<file path="src/rtl/sd_scan_pkg.sv">
`default_nettype none
// ============================================================================
// Module      : sd_scan_pkg
// Description : Shared constants, state encoding and signature helpers for the
//               SD block scanner.
// Revision    : 1.0 - initial release
// ============================================================================
package sd_scan_pkg;

    localparam int SD_BLOCK_BYTES = 512;
    localparam int SD_SIG_BYTES   = 8;
    localparam int SD_ADDR_W      = 32;

    typedef enum logic [2:0] {
        ST_IDLE      = 3'd0,
        ST_INIT_WAIT = 3'd1,
        ST_REQ       = 3'd2,
        ST_READ      = 3'd3,
        ST_CHECK     = 3'd4,
        ST_FOUND     = 3'd5,
        ST_MISS      = 3'd6,
        ST_ABORT     = 3'd7
    } scan_state_t;

    // Byte 0 of the signature sits in the most significant byte lane.
    function automatic logic [7:0] sig_byte(input logic [63:0] sig, input logic [2:0] idx);
        return 8'(sig >> (8 * (7 - 32'(idx))));
    endfunction

    function automatic logic is_busy(input scan_state_t s);
        return !(s == ST_IDLE || s == ST_FOUND || s == ST_MISS || s == ST_ABORT);
    endfunction

endpackage
`default_nettype wire

</file>
<file path="src/rtl/sd_scan_watchdog.sv">
`default_nettype none
// ============================================================================
// Module      : sd_scan_watchdog
// Description : Stall counter for the block read; flags expiry on the cycle
//               the count would reach TIMEOUT_CYCLES.
// Revision    : 1.0 - initial release
// ============================================================================
module sd_scan_watchdog #(
    parameter logic [31:0] TIMEOUT_CYCLES = 32'd1000000
) (
    input  logic clk,
    input  logic reset,
    input  logic clear_i,
    input  logic run_i,
    output logic expire_o
);

    logic [31:0] cnt_q;

    always_ff @(posedge clk or posedge reset) begin
        if (reset) begin
            cnt_q <= '0;
        end else if (clear_i) begin
            cnt_q <= '0;
        end else if (run_i) begin
            cnt_q <= cnt_q + 32'd1;
        end
    end

    assign expire_o = run_i && !clear_i && (cnt_q == TIMEOUT_CYCLES - 32'd1);

endmodule
`default_nettype wire

</file>
<file path="src/rtl/sd_block_scanner.sv">
`default_nettype none
// ============================================================================
// Module      : sd_block_scanner
// Description : Walks consecutive SD blocks, streams each into the shared
//               buffer and stops on the first block whose leading 8 bytes
//               equal the signature. Optional watchdog: SD_SCAN_TIMEOUT_EN.
// Revision    : 1.0 - initial release
// ============================================================================
module sd_block_scanner
    import sd_scan_pkg::*;
#(
    parameter logic [31:0] MAX_BLOCKS     = 32'd65536,
    parameter logic [31:0] TIMEOUT_CYCLES = 32'd1000000
) (
    input  logic                 clk,
    input  logic                 reset,
    input  logic                 start,
    input  logic [SD_ADDR_W-1:0] start_block,
    input  logic [63:0]          signature,
    input  logic                 init_finish,
    input  logic                 out_valid,
    input  logic [7:0]           sd_dout,
    output logic                 rd_req,
    output logic [SD_ADDR_W-1:0] block_address,
    output logic                 buf_we,
    output logic [8:0]           buf_addr,
    output logic [7:0]           buf_wdata,
    output logic                 busy,
    output logic                 found,
    output logic                 not_found,
    output logic [SD_ADDR_W-1:0] match_block,
    output logic                 timeout
);

    localparam logic [9:0] c_last_byte = 10'(SD_BLOCK_BYTES - 1);
    localparam logic [9:0] c_sig_bytes = 10'(SD_SIG_BYTES);

    scan_state_t          state_q, state_d;
    logic [SD_ADDR_W-1:0] block_address_q;
    logic [SD_ADDR_W-1:0] match_block_q;
    logic [31:0]          scanned_q;
    logic [9:0]           byte_cnt_q;
    logic                 sig_ok_q;
    logic                 rd_req_q;
    logic                 busy_q;
    logic                 found_q;
    logic                 not_found_q;

    logic                 w_take;
    logic                 w_sig_mismatch;
    logic [31:0]          w_scanned_inc;
    logic                 w_wd_expire;

    assign w_take         = (state_q == ST_READ) && out_valid;
    assign w_sig_mismatch = (byte_cnt_q < c_sig_bytes) &&
                            (sd_dout != sig_byte(signature, byte_cnt_q[2:0]));
    assign w_scanned_inc  = scanned_q + 32'd1;

`ifdef SD_SCAN_TIMEOUT_EN
    logic timeout_q;

    sd_scan_watchdog #(
        .TIMEOUT_CYCLES(TIMEOUT_CYCLES)
    ) u_watchdog (
        .clk      (clk),
        .reset    (reset),
        .clear_i  (rd_req_q || out_valid),
        .run_i    (state_q == ST_READ),
        .expire_o (w_wd_expire)
    );
`else
    wire w_unused_cfg = ^TIMEOUT_CYCLES;
    assign w_wd_expire = 1'b0;
`endif

    always_comb begin
        state_d = state_q;
        case (state_q)
            ST_IDLE, ST_MISS, ST_FOUND: begin
                if (start) state_d = ST_INIT_WAIT;
            end
`ifdef SD_SCAN_TIMEOUT_EN
            ST_ABORT: begin
                if (start) state_d = ST_INIT_WAIT;
            end
`endif
            ST_INIT_WAIT: begin
                if (init_finish) state_d = ST_REQ;
            end
            ST_REQ: state_d = ST_READ;
            ST_READ: begin
                if (w_take && byte_cnt_q == c_last_byte) begin
                    state_d = ST_CHECK;
                end else if (w_wd_expire) begin
                    state_d = ST_ABORT;
                end
            end
            ST_CHECK: begin
                if (sig_ok_q) begin
                    state_d = ST_FOUND;
                end else if (w_scanned_inc == MAX_BLOCKS) begin
                    state_d = ST_MISS;
                end else begin
                    state_d = ST_REQ;
                end
            end
            default: state_d = ST_IDLE;
        endcase
    end

    // Status outputs are registered from the next state so they line up with state_q.
    always_ff @(posedge clk or posedge reset) begin
        if (reset) begin
            state_q         <= ST_IDLE;
            block_address_q <= '0;
            match_block_q   <= '0;
            scanned_q       <= '0;
            byte_cnt_q      <= '0;
            sig_ok_q        <= 1'b0;
            rd_req_q        <= 1'b0;
            busy_q          <= 1'b0;
            found_q         <= 1'b0;
            not_found_q     <= 1'b0;
`ifdef SD_SCAN_TIMEOUT_EN
            timeout_q       <= 1'b0;
`endif
        end else begin
            state_q     <= state_d;
            rd_req_q    <= (state_d == ST_REQ);
            busy_q      <= is_busy(state_d);
            found_q     <= (state_d == ST_FOUND);
            not_found_q <= (state_d == ST_MISS);
`ifdef SD_SCAN_TIMEOUT_EN
            timeout_q   <= (state_d == ST_ABORT);
`endif
            case (state_q)
                ST_IDLE, ST_MISS, ST_ABORT: begin
                    if (start) begin
                        block_address_q <= start_block;
                        scanned_q       <= '0;
                    end
                end
                ST_FOUND: begin
                    if (start) block_address_q <= match_block_q + 32'd1;
                end
                ST_REQ: begin
                    byte_cnt_q <= '0;
                    sig_ok_q   <= 1'b1;
                end
                ST_READ: begin
                    if (w_take) begin
                        byte_cnt_q <= byte_cnt_q + 10'd1;
                        if (w_sig_mismatch) sig_ok_q <= 1'b0;
                    end
                end
                ST_CHECK: begin
                    scanned_q <= w_scanned_inc;
                    if (sig_ok_q) begin
                        match_block_q <= block_address_q;
                    end else begin
                        block_address_q <= block_address_q + 32'd1;
                    end
                end
                default: ;
            endcase
        end
    end

    assign rd_req        = rd_req_q;
    assign block_address = block_address_q;
    assign match_block   = match_block_q;
    assign busy          = busy_q;
    assign found         = found_q;
    assign not_found     = not_found_q;
    assign buf_we        = w_take;
    assign buf_addr      = w_take ? byte_cnt_q[8:0] : 9'd0;
    assign buf_wdata     = w_take ? sd_dout : 8'd0;
`ifdef SD_SCAN_TIMEOUT_EN
    assign timeout       = timeout_q;
`else
    assign timeout       = 1'b0;
`endif

endmodule
`default_nettype wire
</file>
<file path="config.mk">
export PLATFORM = sky130hd
export DESIGN_NAME = sd_block_scanner
export DESIGN_NICKNAME = d
export VERILOG_FILES = /design/src/rtl/sd_scan_pkg.sv /design/src/rtl/sd_scan_watchdog.sv /design/src/rtl/sd_block_scanner.sv
export SDC_FILE = /design/constraint.sdc
export NUM_CORES = 1
export LEC_CHECK = 0
export ABC_AREA = 1
export BUFFER_PORTS_ARGS = -buffer_cell sky130_fd_sc_hd__buf_2
export CORE_AREA = 2 2 154 156
export DETAILED_ROUTE_END_ITERATION = 8
export DIE_AREA = 0 0 156 158
export PLACE_DENSITY = 0.55
export SETUP_SLACK_MARGIN = 0.3
export SLEW_MARGIN = 0
export SYNTH_ARGS = -nofsm -noshare
export SYNTH_HDL_FRONTEND = slang
export SYNTH_SLANG_ARGS = --single-unit
export TNS_END_PERCENT = 50
</file>
<file path="constraint.sdc">
create_clock -name clk -period 8.3 [get_ports clk]
set_input_delay 2.075 -clock clk [delete_from_list [all_inputs] [get_ports clk]]
set_output_delay 2.075 -clock clk [all_outputs]
set_load 0.01 [all_outputs]
</file>
Word-level counts from Yosys, hierarchy flattened:

Index checks and enable logic that the tools add are counted.

* input port bits: 109
* output and inout bits: 87
* register bits: 114
* word-level logic and storage cells: 74

* equality and inequality tests: 19
* magnitude comparators: 1
* multiplexer cells: 19
* reduce and logical (&&, ||, !) cells: 19
* $add $sub $neg: 5
* shift operators: 1

Operators by type and width (number)
* $mux 32: 4
* $add 32x1->32 const B: 3
* $pmux 32 s3: 1
* $pmux 32 s2: 1
* $shr 64x32->8: 1
* $eq 32x17->1 const B: 1
* $eq 3x3->1 const B: 7
* $pmux 10 s2: 1
* $mux 3: 5
* $pmux 3 s5: 1
* $add 10x1->10 const B: 1
* $eq 10x9->1 const B: 1
* $lt 10x4->1 const B: 1
* $mux 10: 1
* $ne 2x2->1 const B: 5
* $eq 3x2->1 const B: 3
* $mux 9: 1
* $mux 8: 1
* $ne 8x8->1: 1
* $logic_not 3->1: 2
* $reduce_and 2->1: 3
* $reduce_or 3->1: 2
* $reduce_and 4->1: 1
* $reduce_bool 2->1: 2
* other kinds (9): 14

Longest topological paths before layout:

* word-level depth: 10
* depth in mapped cells: 17
* depth with buffers taken out: 16

Least setup slack after synthesis:

OpenSTA, ideal clock, no wires.

* path type: input -> output
* start point: input port out_valid
* end point: output port buf_addr[4]
* path slack: 3.420 ns
* data required time: 6.225 ns
* path buffers: 1
* stages on the path: 5
* arrival: 2.805 ns
* cells stage by stage: inv_1 -> nor2_4 -> inv_4 -> clkbuf_1 -> nor2_1

* cells in the longest elaborated chain, start to end: 2

RTL lines
* start: declaration: RTL line sd_block_scanner.sv:21 `input logic out_valid,`
* $logic_and 1x1->1: RTL line sd_block_scanner.sv:54 `assign w_take = (state_q == ST_READ) && out_valid;`
* net buf_we: RTL line sd_block_scanner.sv:25 `output logic buf_we,`
* $mux 9: RTL line sd_block_scanner.sv:176 `assign buf_addr = w_take ? byte_cnt_q[8:0] : 9'd0;`
* end: declaration: RTL line sd_block_scanner.sv:26 `output logic [8:0] buf_addr,`

The timed path passes the listed nets, and every way through them passes these cells.

Worst setup path after layout:

* start point: input port out_valid
* end point: output port buf_addr[2]

* cells in the longest elaborated chain, start to end: 2

RTL lines (RTL line)
* $logic_and 1x1->1: sd_block_scanner.sv:54
* $mux 9: sd_block_scanner.sv:176

Every way passes these cells.

==> results.cfg <==
[detailed_routing]
routed_wl_mm = 24.8
detail_route.wl_per_cell_um = 14.8
viasPerCell = 4.87
drtIter0Drc = 485
final_antenna_net_count = 0
dr.pass1.iters = 7
via_count = 8179
drc = 0

[power]
ir_drop_mv = 0.114
combPwrFrac = 0.300
clkPwrFrac = 0.354
p_leak_nw = 4.68
p_sw_mw = 0.836
switching_share = 0.362
p_int_mw = 1.47
power.share.sequential = 0.346
power_mw = 2.31
power_density_nw_per_um2 = 236

[status]
outcome = completed

[synth]
synthTopCellsByArea = dfrtp_1 (36%), nand2_1 (15%), nor2_1 (8.9%), o21ai_0 (7.6%), inv_1 (6.3%)
avgSynthCellArea_um2 = 6.64
synth_top_area_share = 0.357
ys_types = 44
ys_seq_area_frac = 0.357
yosysWarnings = 0
netlist_area_um2 = 7980
yosys.area.top_type = dfrtp_1
synthCells = 1202
synth_nets = 1315
synth-seq-cells = 114

[global_route]
grt_pass1_wl_mm = 39.1
grt_pass1_vias = 7671
gr-usage-all-layers = 0.202
antenna_found_initial = 2
gr-total-overflow = 0
grt_max_degree = 70

[clocking]
cts_resized = 0
postCtsSetupBuffers = 0
ctsHoldBuffers = 0
clock_latency_ps = 420
h-tree-depth = 4
clock_sinks = 114
cts_buffers = 17
clk_pin_slew_ps = 60
tritoncts = done
cts_max_path_buffers = 2
cts-root-buf = clkbuf_16

[worst_setup_path]
crit_family = buffers and inverters
crit_path_start_kind = input port
worstPathCellList = buf_2 -> inv_1 -> nor2_4 -> inv_4 -> nor2_1 -> buf_2
setup.worst_path.end_class = output port
arrival_ps = 2970
max_stage_delay_ps = 230
worstPathMaxFanout = 19
crit_buf_inv = 4
cp_slowest_cell = nor2_1
rrSetupSlack_ps = 4300
path_common_cell = buf_2
cp_data_required_time_ps = 6230
setup.worst_path.class = in2out

[placement]
io_buffers = 194
place_area_um2 = 9130
place_congestion = 0.876
hpwlAfterDp_mm = 18.3
placed_cells = 1645

[finish]
instances_no_fill = 1678
drive_above_1_share = 0.214
area_delta_synth_final_pct = 22.5
stdcell_area_um2 = 9780
nets = 1487

[job]
cap_violations = 0

[floorplanning]
die_x_um = 156
coreArea_um2 = 23100
die-area_um2 = 24600
row_count = 56
start_util = 0.346
die_height_um = 158
ios = 196

[sta]
final.period_utilization = 0.608
worstMarginPinSlew_ps = 1070
hold_viol = 0
rsz0062_at_grt = no
maxSlewHeadroom = 0.284
fmax_mhz = 198
setup_violations = 0
fin_crit_ps = 5040
report.final.slew_viol_count = 0
setup_tns_ps = 0
skew_ps = 11.7

[hold_path]
worstHoldPathType = reg2reg
-- placed cells by master (no fill, tap or decap), types with 4 or more instances in the layout --
cell type / netlist / layout
nor3_1: 10 / 10
nand3b_1: 5 / 5
buf_4: 1 / 5
nor2_4: 9 / 9
nor2_1: 189 / 189
a21oi_1: 19 / 19
o21ai_1: 16 / 16
nand2_1: 319 / 318
nand4_1: 9 / 9
nand3_1: 76 / 76
o21ai_0: 121 / 121
o21ai_2: 23 / 23
nor2_2: 13 / 13
o211ai_1: 8 / 8
xor2_1: 26 / 26
clkbuf_16: 0 / 17
inv_1: 133 / 132
o22ai_1: 26 / 26
dfrtp_1: 114 / 114
ha_1: 4 / 4
a31oi_1: 4 / 4
buf_2: 10 / 194
bufinv_16: 0 / 5
-- stage by stage --
stage | hold WS (ps) | utilization | setup WS (ps)
3_3_place_gp | 480 | 0.396 | 3310
4_1_cts | 509 | 0.424 | 3250
2_1_floorplan | 463 | - | 3210
3_5_place_dp | 494 | 0.396 | 3250
6_report | 503 | 0.424 | 3260
5_1_grt | 534 | 0.424 | 3210
-- cell usage after synthesis, drive strengths merged --
master,number
a211oi,1
a21oi,20
a22oi,1
a311oi,1
a31oi,4
buf,17
clkbuf,29
conb,1
dfrtp,114
ha,4
inv,137
nand2,324
nand3,79
nand3b,6
nand4,9
nor2,211
nor3,12
o211ai,9
o21a,1
o21ai,160
o221ai,2
o22ai,28
o31ai,1
or2,4
xnor2,1
xor2,26
-- area by class of cell --
| class | count | area [um2] |
|---|---|---|
| Fill cell | 2442 | 13300 |
| Clock buffer | 22 | 464 |
| Inverter | 137 | 519 |
| Tap cell | 290 | 363 |
| Clock inverter | 9 | 179 |
| Antenna cell | 2 | 5.00 |
| Sequential cell | 114 | 2850 |
| Multi-Input combinational cell | 905 | 4390 |
| Timing Repair Buffer | 199 | 1010 |
-- sequential cells by signal (all words and copies together) (netlist names), 3 cells and up --
signal / count
byte_cnt_q: 10
block_address: 32
scanned_q: 32
match_block: 32
state_q: 3
-- cells by family after synthesis --
family          share of synthesized area
buf+inv                            0.0941
other cells                      0.000470
fa+ha+maj                         0.00627
flops                               0.357
compound gates                      0.167
xor+xnor                           0.0296
simple gates                        0.345
-- path summary, 6_finish.rpt --
check                          startpoint                to  depth (start not counted)
max                             out_valid       buf_addr[2]                          6
min                        match_block[7]    match_block[7]                          2
max reg2reg                    state_q[2]  block_address[0]                         10
min reg2reg                match_block[7]    match_block[7]                          2
max in group asynchronous           reset      scanned_q[9]                          3
min in group asynchronous           reset             found                          2
-- power groups by stage --
| stage | clock, mW | sequential [mW] | combinational [mW] |
|---|---|---|---|
| 2_1_floorplan | 0 | 0.792 | 0.462 |
| 3_3_place_gp | 0 | 0.807 | 0.695 |
| 3_5_place_dp | 0 | 0.807 | 0.701 |
| 4_1_cts | 0.831 | 0.800 | 0.704 |
| 5_1_grt | 0.859 | 0.818 | 0.788 |
| 6_report | 0.817 | 0.799 | 0.694 |
-- routing by layer --
layer  global-route usage  up-vias  wire, um
met5                    0        -         0
met1                0.253     3714     11200
li1                     -     4221         -
met4               0.0559        0       395
met3               0.0422       26      1150
met2                0.355      218     12000
-- worst register-to-register path, cell delays in order, from the launching register on --
cell     delay [ps]
dfrtp_1         530
nand2_4         490
inv_2           350
nand2_2         880
o21ai_0         360
a21oi_4         200
buf_4           470
inv_2           290
a21oi_1         180
o21ai_0          90
o21ai_0          80
(Power assumes the default switching activity.)
